### config.mk
export PLATFORM = sky130hd
export DESIGN_NAME = fetch_stage
export DESIGN_NICKNAME = d
export VERILOG_FILES = /design/src/rtl/fetch_pkg.sv /design/src/rtl/branch_target_calc.sv /design/src/rtl/fetch_stage.sv
export SDC_FILE = /design/constraint.sdc
export NUM_CORES = 1
export LEC_CHECK = 0
export CORE_ASPECT_RATIO = 0.6
export CORE_MARGIN = 2
export CORE_UTILIZATION = 52
export DETAILED_ROUTE_END_ITERATION = 12
export HOLD_SLACK_MARGIN = 0.05
export PLACE_DENSITY_LB_ADDON = 0.1
export REMOVE_ABC_BUFFERS = 1
export SETUP_SLACK_MARGIN = 0.5
export SKIP_LAST_GASP = 1
export SYNTH_ARGS = -nofsm -noshare
export SYNTH_HDL_FRONTEND = slang
export SYNTH_SLANG_ARGS = --single-unit
### constraint.sdc
create_clock -name clk -period 5.7 [get_ports clk]
set_input_delay 1.14 -clock clk [delete_from_list [all_inputs] [get_ports clk]]
set_output_delay 1.14 -clock clk [all_outputs]
set_load 0.005 [all_outputs]
### src/rtl/fetch_pkg.sv
// Shared types, constants and helpers for the LEGv8 instruction-fetch stage.
package fetch_pkg;

    typedef enum logic [1:0] {
        IDLE  = 2'd0,
        REQ   = 2'd1,
        HOLD  = 2'd2,
        DRAIN = 2'd3
    } fetch_state_t;

    localparam logic [31:0] NOP   = 32'hD503201F;
    localparam int unsigned OFF_W = 26;

    // Word offset to byte displacement: sign-extend to 64 bits, then x4.
    function automatic logic [63:0] sext_shift2(input logic [OFF_W-1:0] off);
        logic [63:0] v;
        v = {{(64-OFF_W){off[OFF_W-1]}}, off};
        return v << 2;
    endfunction

endpackage

### src/rtl/branch_target_calc.sv
// Branch target: redir_pc plus the selected sign-extended word offset.
module branch_target_calc
    import fetch_pkg::*;
#(
    parameter int PC_W = 64
) (
    input  logic            i_uncond,
    input  logic [PC_W-1:0] i_pc,
    input  logic [18:0]     i_cond19,
    input  logic [25:0]     i_br26,
    output logic [PC_W-1:0] o_target
);

    logic [OFF_W-1:0] w_off;
    logic [63:0]      w_disp;

    assign w_off    = i_uncond ? i_br26
                               : {{(OFF_W-19){i_cond19[18]}}, i_cond19};
    assign w_disp   = sext_shift2(w_off);
    assign o_target = i_pc + w_disp[PC_W-1:0];

endmodule

### src/rtl/fetch_stage.sv
// Instruction fetch: PC, one-outstanding imem requests, stall hold
// buffer, branch redirect/flush and the IF/ID output registers.
module fetch_stage
    import fetch_pkg::*;
#(
    parameter int              PC_W     = 64,
    parameter int              INSTR_W  = 32,
    parameter logic [PC_W-1:0] RESET_PC = '0
) (
    input  logic               clk,
    input  logic               reset,
    input  logic               stall,
    input  logic               redir_en,
    input  logic               redir_uncond,
    input  logic [PC_W-1:0]    redir_pc,
    input  logic [18:0]        CondAddr19,
    input  logic [25:0]        BrAddr26,
    output logic               imem_req,
    output logic [PC_W-1:0]    imem_addr,
    input  logic               imem_valid,
    input  logic [INSTR_W-1:0] imem_rdata,
    output logic               if_valid,
    output logic [PC_W-1:0]    if_pc,
    output logic [INSTR_W-1:0] if_instr
);

    localparam logic [INSTR_W-1:0] W_NOP = INSTR_W'(NOP);

    fetch_state_t       r_state;
    logic [PC_W-1:0]    r_pc;
    logic [PC_W-1:0]    r_hold_pc;
    logic [INSTR_W-1:0] r_hold_instr;
    logic               r_if_valid;
    logic [PC_W-1:0]    r_if_pc;
    logic [INSTR_W-1:0] r_if_instr;

    fetch_state_t       w_state_nxt;
    logic [PC_W-1:0]    w_pc_nxt;
    logic [PC_W-1:0]    w_target;
    logic               w_hold_ld;
    logic               w_emit_mem;
    logic               w_emit_hold;

    branch_target_calc #(.PC_W(PC_W)) u_btc (
        .i_uncond (redir_uncond),
        .i_pc     (redir_pc),
        .i_cond19 (CondAddr19),
        .i_br26   (BrAddr26),
        .o_target (w_target)
    );

    assign imem_req  = (r_state == REQ);
    assign imem_addr = r_pc;
    assign if_valid  = r_if_valid;
    assign if_pc     = r_if_pc;
    assign if_instr  = r_if_instr;

    always_comb begin
        w_state_nxt = r_state;
        w_pc_nxt    = r_pc;
        w_hold_ld   = 1'b0;
        w_emit_mem  = 1'b0;
        w_emit_hold = 1'b0;
        unique case (r_state)
            IDLE: begin
                w_state_nxt = REQ;
                if (redir_en) w_pc_nxt = w_target;
            end
            REQ: begin
                // A response arriving alongside a redirect is wrong-path.
                if (redir_en) begin
                    w_pc_nxt = w_target;
                    if (!imem_valid) w_state_nxt = DRAIN;
                end else if (imem_valid) begin
                    w_pc_nxt = r_pc + PC_W'(4);
                    if (stall) begin
                        w_hold_ld   = 1'b1;
                        w_state_nxt = HOLD;
                    end else begin
                        w_emit_mem = 1'b1;
                    end
                end
            end
            HOLD: begin
                if (redir_en) begin
                    w_pc_nxt    = w_target;
                    w_state_nxt = REQ;
                end else if (!stall) begin
                    w_emit_hold = 1'b1;
                    w_state_nxt = REQ;
                end
            end
            DRAIN: begin
                if (redir_en) w_pc_nxt = w_target;
                if (imem_valid) w_state_nxt = REQ;
            end
            default: w_state_nxt = IDLE;
        endcase
    end

    always_ff @(posedge clk) begin
        if (!reset) begin
            r_state      <= IDLE;
            r_pc         <= RESET_PC;
            r_hold_pc    <= '0;
            r_hold_instr <= W_NOP;
            r_if_valid   <= 1'b0;
            r_if_pc      <= '0;
            r_if_instr   <= W_NOP;
        end else begin
            r_state <= w_state_nxt;
            r_pc    <= w_pc_nxt;
            if (w_hold_ld) begin
                r_hold_pc    <= r_pc;
                r_hold_instr <= imem_rdata;
            end
            if (redir_en) begin
                r_if_valid <= 1'b0;
                r_if_instr <= W_NOP;
            end else if (w_emit_mem) begin
                r_if_valid <= 1'b1;
                r_if_pc    <= r_pc;
                r_if_instr <= imem_rdata;
            end else if (w_emit_hold) begin
                r_if_valid <= 1'b1;
                r_if_pc    <= r_hold_pc;
                r_if_instr <= r_hold_instr;
            end else if (!stall) begin
                r_if_valid <= 1'b0;
                r_if_instr <= W_NOP;
            end
        end
    end

endmodule

Word level (Yosys, flattened, before mapping)
Cells that the tools add are included.
{"block": "op_classes", "add_sub_neg": 2, "n_eq_ne": 10, "n_mux": 31, "n_bitwise": 2, "reduce_logical": 7}
{"op": "two-way mux 64 bit", "n": 5}
{"op": "one-hot mux 64 bit (2 select lines)", "n": 1}
{"op": "two-way mux 32 bit", "n": 3}
{"op": "adder 64 x 3 -> 64 bit, second input constant", "n": 1}
{"op": "adder 64 bit", "n": 1}
{"op": "two-way mux 26 bit", "n": 1}
{"op": "two-way mux 2 bit", "n": 7}
{"op": "two-way mux 1 bit", "n": 13}
{"op": "!= test 3 bit, second input constant", "n": 3}
{"op": "one-hot mux 2 bit (4 select lines)", "n": 1}
{"op": "AND reduction 5 bit", "n": 1}
{"op": "equality test 2 bit, second input constant", "n": 2}
{"op": "AND reduction 2 bit", "n": 2}
{"op": "!= test 3 x 1 -> 1 bit, second input constant", "n": 1}
{"op": "!= test 3 x 2 -> 1 bit, second input constant", "n": 1}
{"op": "OR reduction 3 bit", "n": 1}
{"op": "equality test 2 x 1 -> 1 bit, second input constant", "n": 1}
{"op": "zero test 2 bit", "n": 1}
{"op": "!= test 2 x 1 -> 1 bit, second input constant", "n": 1}
{"op": "!= test 2 bit, second input constant", "n": 1}
{"op": "inverter 1 bit", "n": 2}
{"op": "nonzero test 2 bit", "n": 1}
{"op": "OR reduction 2 bit", "n": 1}
{"block": "word_totals", "ff_bits": 259, "inputBits": 147, "out_inout_bits": 162, "elab_cells": 59}

Depth between registers and ports, before layout
{"block": "depth", "ltp_word": 6, "depth_mapped": 17, "ltp_nobuf": 13}

Cells and area by module
From an unflattened synthesis, not the netlist that was laid out.
{"block": "hier_totals", "cells_unflattened": 2024, "area_unflattened_um2": 15526.1}
{"module": "fetch_stage", "n_inst": 1, "cells_per_inst": 1407, "area_each_um2": 11232.0, "seq_area_each_um2": 5185.0}
{"module": "branch_target_calc", "n_inst": 1, "cells_per_inst": 617, "area_each_um2": 4294.1, "seq_area_each_um2": 0.0}

Worst setup path before layout
OpenSTA, ideal clock, no wires.
{"block": "synth_timing", "kind": "input to register", "startpoint": "input redir_uncond", "endpoint": "register r_pc[55] (netlist: imem_addr[55])", "setup_time_ns": 0.115, "arrival_ns": 4.965, "required_time_ns": 5.585, "path_slack_ns": 0.621, "cell_stages": 15, "path_buffers": 2, "cell_sequence": "clkbuf_1 -> nand2b_1 -> clkbuf_1 -> nand2_1 -> ha_1 -> a21oi_1 -> o21bai_1 -> a21o_1 -> a221o_1 -> a22o_1 -> a41oi_1 -> o31a_1 -> o31ai_1 -> and3_1 -> a2111oi_0"}
{"block": "synth_between", "elab_chain_cells": 4, "elab_cells_between_ends": 5, "classes_between": "add/sub: 1; mux: 4"}
{"item": "start: declaration", "line": "fetch_stage.sv:14", "source": "input logic redir_uncond,"}
{"item": "two-way mux 26 bit *", "line": "branch_target_calc.sv:17", "source": "assign w_off = i_uncond ? i_br26"}
{"item": "adder 64 bit *", "line": "branch_target_calc.sv:20", "source": "assign o_target = i_pc + w_disp[PC_W-1:0];"}
{"item": "two-way mux 64 bit, on equally long branches"}
{"item": "one-hot mux 64 bit (2 select lines) *", "line": "fetch_stage.sv:64", "source": "unique case (r_state)"}
{"item": "end signal: assignment", "line": "fetch_stage.sv:112", "source": "r_pc <= w_pc_nxt;"}
{"item": "end: declaration", "line": "fetch_stage.sv:30", "source": "logic [PC_W-1:0] r_pc;"}
Every way passes the cells marked *; elsewhere a longest branch is shown, timed or not. The select of a mux whose other input is x is not followed.
A chain may end at the register's enable or synchronous reset.

Worst setup path after layout
{"block": "layout_timing", "startpoint": "input redir_uncond", "endpoint": "register r_pc[56] (netlist: imem_addr[56])"}
Same word-level chain as after synthesis.

==> run_summary.xml <==
<?xml version="1.0" encoding="UTF-8"?>
<metrics>
  <group name="outcome">
    <metric name="status" unit="">complete, no violations</metric>
  </group>
  <group name="power_and_ir_drop">
    <metric name="cellLeakagePower" unit="nW">6.87</metric>
    <metric name="power.density" unit="nW/um^2">268</metric>
    <metric name="ir_drop" unit="V">0.000207</metric>
  </group>
  <group name="setup_path">
    <metric name="startpoint_type" unit="">input port</metric>
    <metric name="timing.critical_path.buf_inv" unit="">2</metric>
    <metric name="critPathKind" unit="">in2reg</metric>
    <metric name="critical_path_peak_fanout" unit="">27</metric>
    <metric name="end_kind" unit="">register</metric>
    <metric name="cp_data_arrival_time" unit="ps">5400</metric>
    <metric name="gate_family_responsible_for_the_most_delay_along_the_worst_path" unit="">compound AO/OA/AOI/OAI gates</metric>
    <metric name="critical_path.cell_chain" unit="">clkdlybuf4s50_1, buf_12, mux2_2, ha_1, fa_1, a211o_1, a211oi_4, or4_4, nand3_2, a2111oi_1, or2_1, o41a_1, a2111oi_0, nor3b_1, o22ai_1</metric>
    <metric name="cpMaxStageDelayCell" unit="">sky130_fd_sc_hd__clkdlybuf4s50_1</metric>
    <metric name="critical_path_required_time" unit="ps">6130</metric>
    <metric name="slowest_delay" unit="ps">500</metric>
  </group>
  <group name="floorplanning">
    <metric name="floorplan.die.width" unit="um">220</metric>
    <metric name="initial_utilization" unit="%">52.9</metric>
    <metric name="floorplan.die_area" unit="um^2">29500</metric>
    <metric name="boundaryPins" unit="">309</metric>
    <metric name="fp-row-count" unit="">47</metric>
    <metric name="die_h" unit="um">134</metric>
    <metric name="floorplan.core_area" unit="um^2">27600</metric>
  </group>
  <group name="grt">
    <metric name="total_global_routing_track_utilization" unit="%">34.2</metric>
    <metric name="grt_antenna_before_repair" unit="">0</metric>
    <metric name="grt_start_max_net_pins" unit="">97</metric>
    <metric name="grt_pass1_vias" unit="">14292</metric>
    <metric name="grt_first_pass_wirelength" unit="um">80600</metric>
    <metric name="globalRoute.totalOverflow" unit="">0</metric>
  </group>
  <group name="finish">
    <metric name="fill_cell_count" unit="">2341</metric>
    <metric name="area_delta_synth_final" unit="%">27.7</metric>
    <metric name="final_cells" unit="">2528</metric>
    <metric name="share_of_layout_cells_above_drive_strength_1" unit="%">5.04</metric>
    <metric name="core_util_final" unit="%">67.6</metric>
    <metric name="n_antenna_cell" unit="">0</metric>
    <metric name="num-nets-final" unit="">2355</metric>
    <metric name="stdcell_area" unit="um^2">18600</metric>
  </group>
  <group name="sta">
    <metric name="report.final.hold_viol_count" unit="">0</metric>
    <metric name="max_freq" unit="GHz">0.201</metric>
    <metric name="unrepaired_setup_endpoints_after_global_routing" unit="">no</metric>
    <metric name="number_of_endpoints_failing_setup_at_the_final_stage" unit="">0</metric>
    <metric name="finalMaxSlewViolations" unit="">0</metric>
    <metric name="max_slew.worst_pin.slew" unit="ps">1190</metric>
    <metric name="min_period" unit="ps">4970</metric>
    <metric name="max-slew-margin-rel" unit="%">20.4</metric>
    <metric name="timing.final.crit_share" unit="%">87.2</metric>
    <metric name="timing.clock.skew" unit="ps">14.2</metric>
    <metric name="setup-tns-final" unit="ps">0</metric>
  </group>
  <group name="synth">
    <metric name="synth-edff-count" unit="">0</metric>
    <metric name="ys_top_cells_by_count" unit="">303 x sky130_fd_sc_hd__nand2_1, 259 x sky130_fd_sc_hd__dfxtp_1, 249 x sky130_fd_sc_hd__nor2_1, 219 x sky130_fd_sc_hd__a21oi_1, 123 x sky130_fd_sc_hd__clkbuf_1</metric>
    <metric name="ys_async_sr_fraction" unit="%">0</metric>
    <metric name="post_synth_num_cell_types" unit="">73</metric>
    <metric name="cell_area_after_technology_mapping" unit="um^2">14600</metric>
    <metric name="synth.area.top_cells" unit="">sky130_fd_sc_hd__dfxtp_1 36%, sky130_fd_sc_hd__nand2_1 7.8%, sky130_fd_sc_hd__a21oi_1 7.5%</metric>
    <metric name="synth.yosys.warnings" unit="">0</metric>
    <metric name="yosys.cell_count.top_type" unit="">sky130_fd_sc_hd__nand2_1</metric>
    <metric name="yosysTopAreaCellShare" unit="%">35.5</metric>
    <metric name="syn_avg_cell_area" unit="um^2">7.57</metric>
    <metric name="ys_seq_area_share" unit="%">35.5</metric>
    <metric name="post-synth-top-area-cell" unit="">sky130_fd_sc_hd__dfxtp_1</metric>
    <metric name="synth_top_flop_cell" unit="">sky130_fd_sc_hd__dfxtp_1</metric>
    <metric name="synthesized_netlist_cell_count" unit="">1930</metric>
    <metric name="postSynthRegisterBits" unit="">259</metric>
  </group>
  <group name="clock_network">
    <metric name="htree_levels" unit="">1</metric>
    <metric name="cts_root_buf" unit="">sky130_fd_sc_hd__clkbuf_16</metric>
    <metric name="cts_buffer_depth" unit="">3</metric>
    <metric name="cts.repair_timing.setup_buffer_count" unit="">0</metric>
    <metric name="tritoncts" unit="">built</metric>
    <metric name="cts.sinks" unit="">259</metric>
    <metric name="worstSkewPairLatency" unit="ps">560</metric>
    <metric name="cts-buffers-inserted" unit="">25</metric>
    <metric name="clk_pin_slew_worst_paths" unit="ps">70</metric>
  </group>
  <group name="drt">
    <metric name="final_antenna_net_count" unit="">0</metric>
    <metric name="finalWirelength" unit="um">52800</metric>
    <metric name="post_dr_wirelength_cell" unit="um">20.9</metric>
    <metric name="via_count" unit="">15992</metric>
    <metric name="firstDrtPassIters" unit="">8</metric>
    <metric name="detailedRoute.firstIterationViolations" unit="">2287</metric>
    <metric name="drc" unit="">0</metric>
    <metric name="route.detailed.vias_per_inst" unit="">6.33</metric>
  </group>
  <group name="placed_design">
    <metric name="detailedPlacementHpwl" unit="um">37600</metric>
    <metric name="place_congestion" unit="">0.978</metric>
    <metric name="place_area" unit="um^2">17800</metric>
    <metric name="buffer_ports.inserted" unit="">308</metric>
    <metric name="dp_cells" unit="">2484</metric>
  </group>
  <group name="min_path">
    <metric name="hp-class" unit="">reg2reg</metric>
  </group>
  <group name="job">
    <metric name="max_cap_violations" unit="">0</metric>
  </group>
</metrics>
-- worst reg2reg max path, cell delays in order (launching register included) --
cell                      delay (ps)
sky130_fd_sc_hd__dfxtp_1         610
sky130_fd_sc_hd__nand4_1         240
sky130_fd_sc_hd__or3_1           480
sky130_fd_sc_hd__nor4_2          540
sky130_fd_sc_hd__nand2_1         290
sky130_fd_sc_hd__or2_2           390
sky130_fd_sc_hd__nor4_1          410
sky130_fd_sc_hd__xnor2_1         180
sky130_fd_sc_hd__o32ai_1         100
sky130_fd_sc_hd__a211o_1         280
-- area by class of cell --
type | instances | area (um^2) | area share (%)
sequential | 259 | 5180 | 27.8
inverter | 21 | 81.3 | 0.436
timing repair buffer | 330 | 3270 | 17.5
tap | 367 | 459 | 2.46
multi-input combinational | 1508 | 8850 | 47.5
clock buffer | 34 | 729 | 3.91
clock inverter | 9 | 70.1 | 0.376
-- cells in the final DEF, fill, tap and decap left out, drive strengths merged, types with 4 or more instances in the layout --
cell type      instances
a22oi                  4
and4                   6
ha                    62
a311oi                 7
clkdlybuf4s50        306
a21oi                219
nand4                 38
and2                   9
clkinv                 7
and3                  17
mux2i                  4
dfxtp                259
nand2b                12
nand3                 63
xor2                  28
inv                   22
o21a                   9
nor4                   9
o31ai                  8
a31oi                 12
a21o                  42
nor3                  29
a221oi                 4
a211oi                16
xnor2                 45
o211ai                 4
o21bai                12
o221ai                69
o21ai                106
buf                   24
a222oi                19
clkbuf                34
or3                    7
a2111oi                7
nor2                 250
mux2                  21
o22ai                 23
nand2                303
-- timing repair --
item,in CTS,in global routing
hold buffers,0,0
resized for setup,0,2
endpoints found under the setup margin,0,4
-- power by group --
group / leakage [nW] / internal [W] / switching [W]
registers: 2.11 / 0.00190 / 0.000153
logic: 4.36 / 0.000568 / 0.000715
clock network: 0.399 / 0.000902 / 0.000759
-- sequential cells by signal (all words and copies together), names as in the netlist --
name          count
if_pc            64
imem_addr        64
r_hold_pc        64
if_instr         32
r_hold_instr     32
r_state           2
if_valid          1
-- cells by family after synthesis --
kind of cell             Yosys count  share of synthesized area [%]
buffers and inverters            163                           4.28
flip-flops                       259                           35.5
adder cells (fa/ha/maj)           63                           5.45
XOR/XNOR                          73                           4.38
AND/OR/NAND/NOR                  761                           22.8
AO/OA/AOI/OAI                    586                           25.7
multiplexers                      25                           1.89
-- path summary, 6_finish.rpt --
| path | cells past startpoint | end | slack [ps] | start |
|---|---|---|---|---|
| worst max-delay path | 15 | imem_addr[56] | 730 | redir_uncond |
| worst min-delay path | 2 | r_hold_pc[59] | 460 | r_hold_pc[59] |
| worst min register to register | 2 | r_hold_pc[59] | 460 | r_hold_pc[59] |
| worst max register to register | 9 | imem_addr[63] | 2070 | imem_addr[11] |
-- metrics by stage --
stage,power (W),hold WS (ps),setup slack [ps]
after floorplan,0.00272,436,-819
after global placement,0.00331,441,265
after detailed placement,0.00332,446,130
after CTS,0.00496,455,709
after global routing,0.00518,479,522
final,0.00500,457,728
-- layer usage --
layer / up-vias / global-route usage, % / routed length, um
li1: 7422 / - / -
met2: 943 / 45.6 / 20400
met3: 61 / 9.16 / 6740
met5: - / 0 / 0
met4: 0 / 7.05 / 1030
met1: 7566 / 54.0 / 24600
Note: power is estimated with default switching activity, not from simulation.
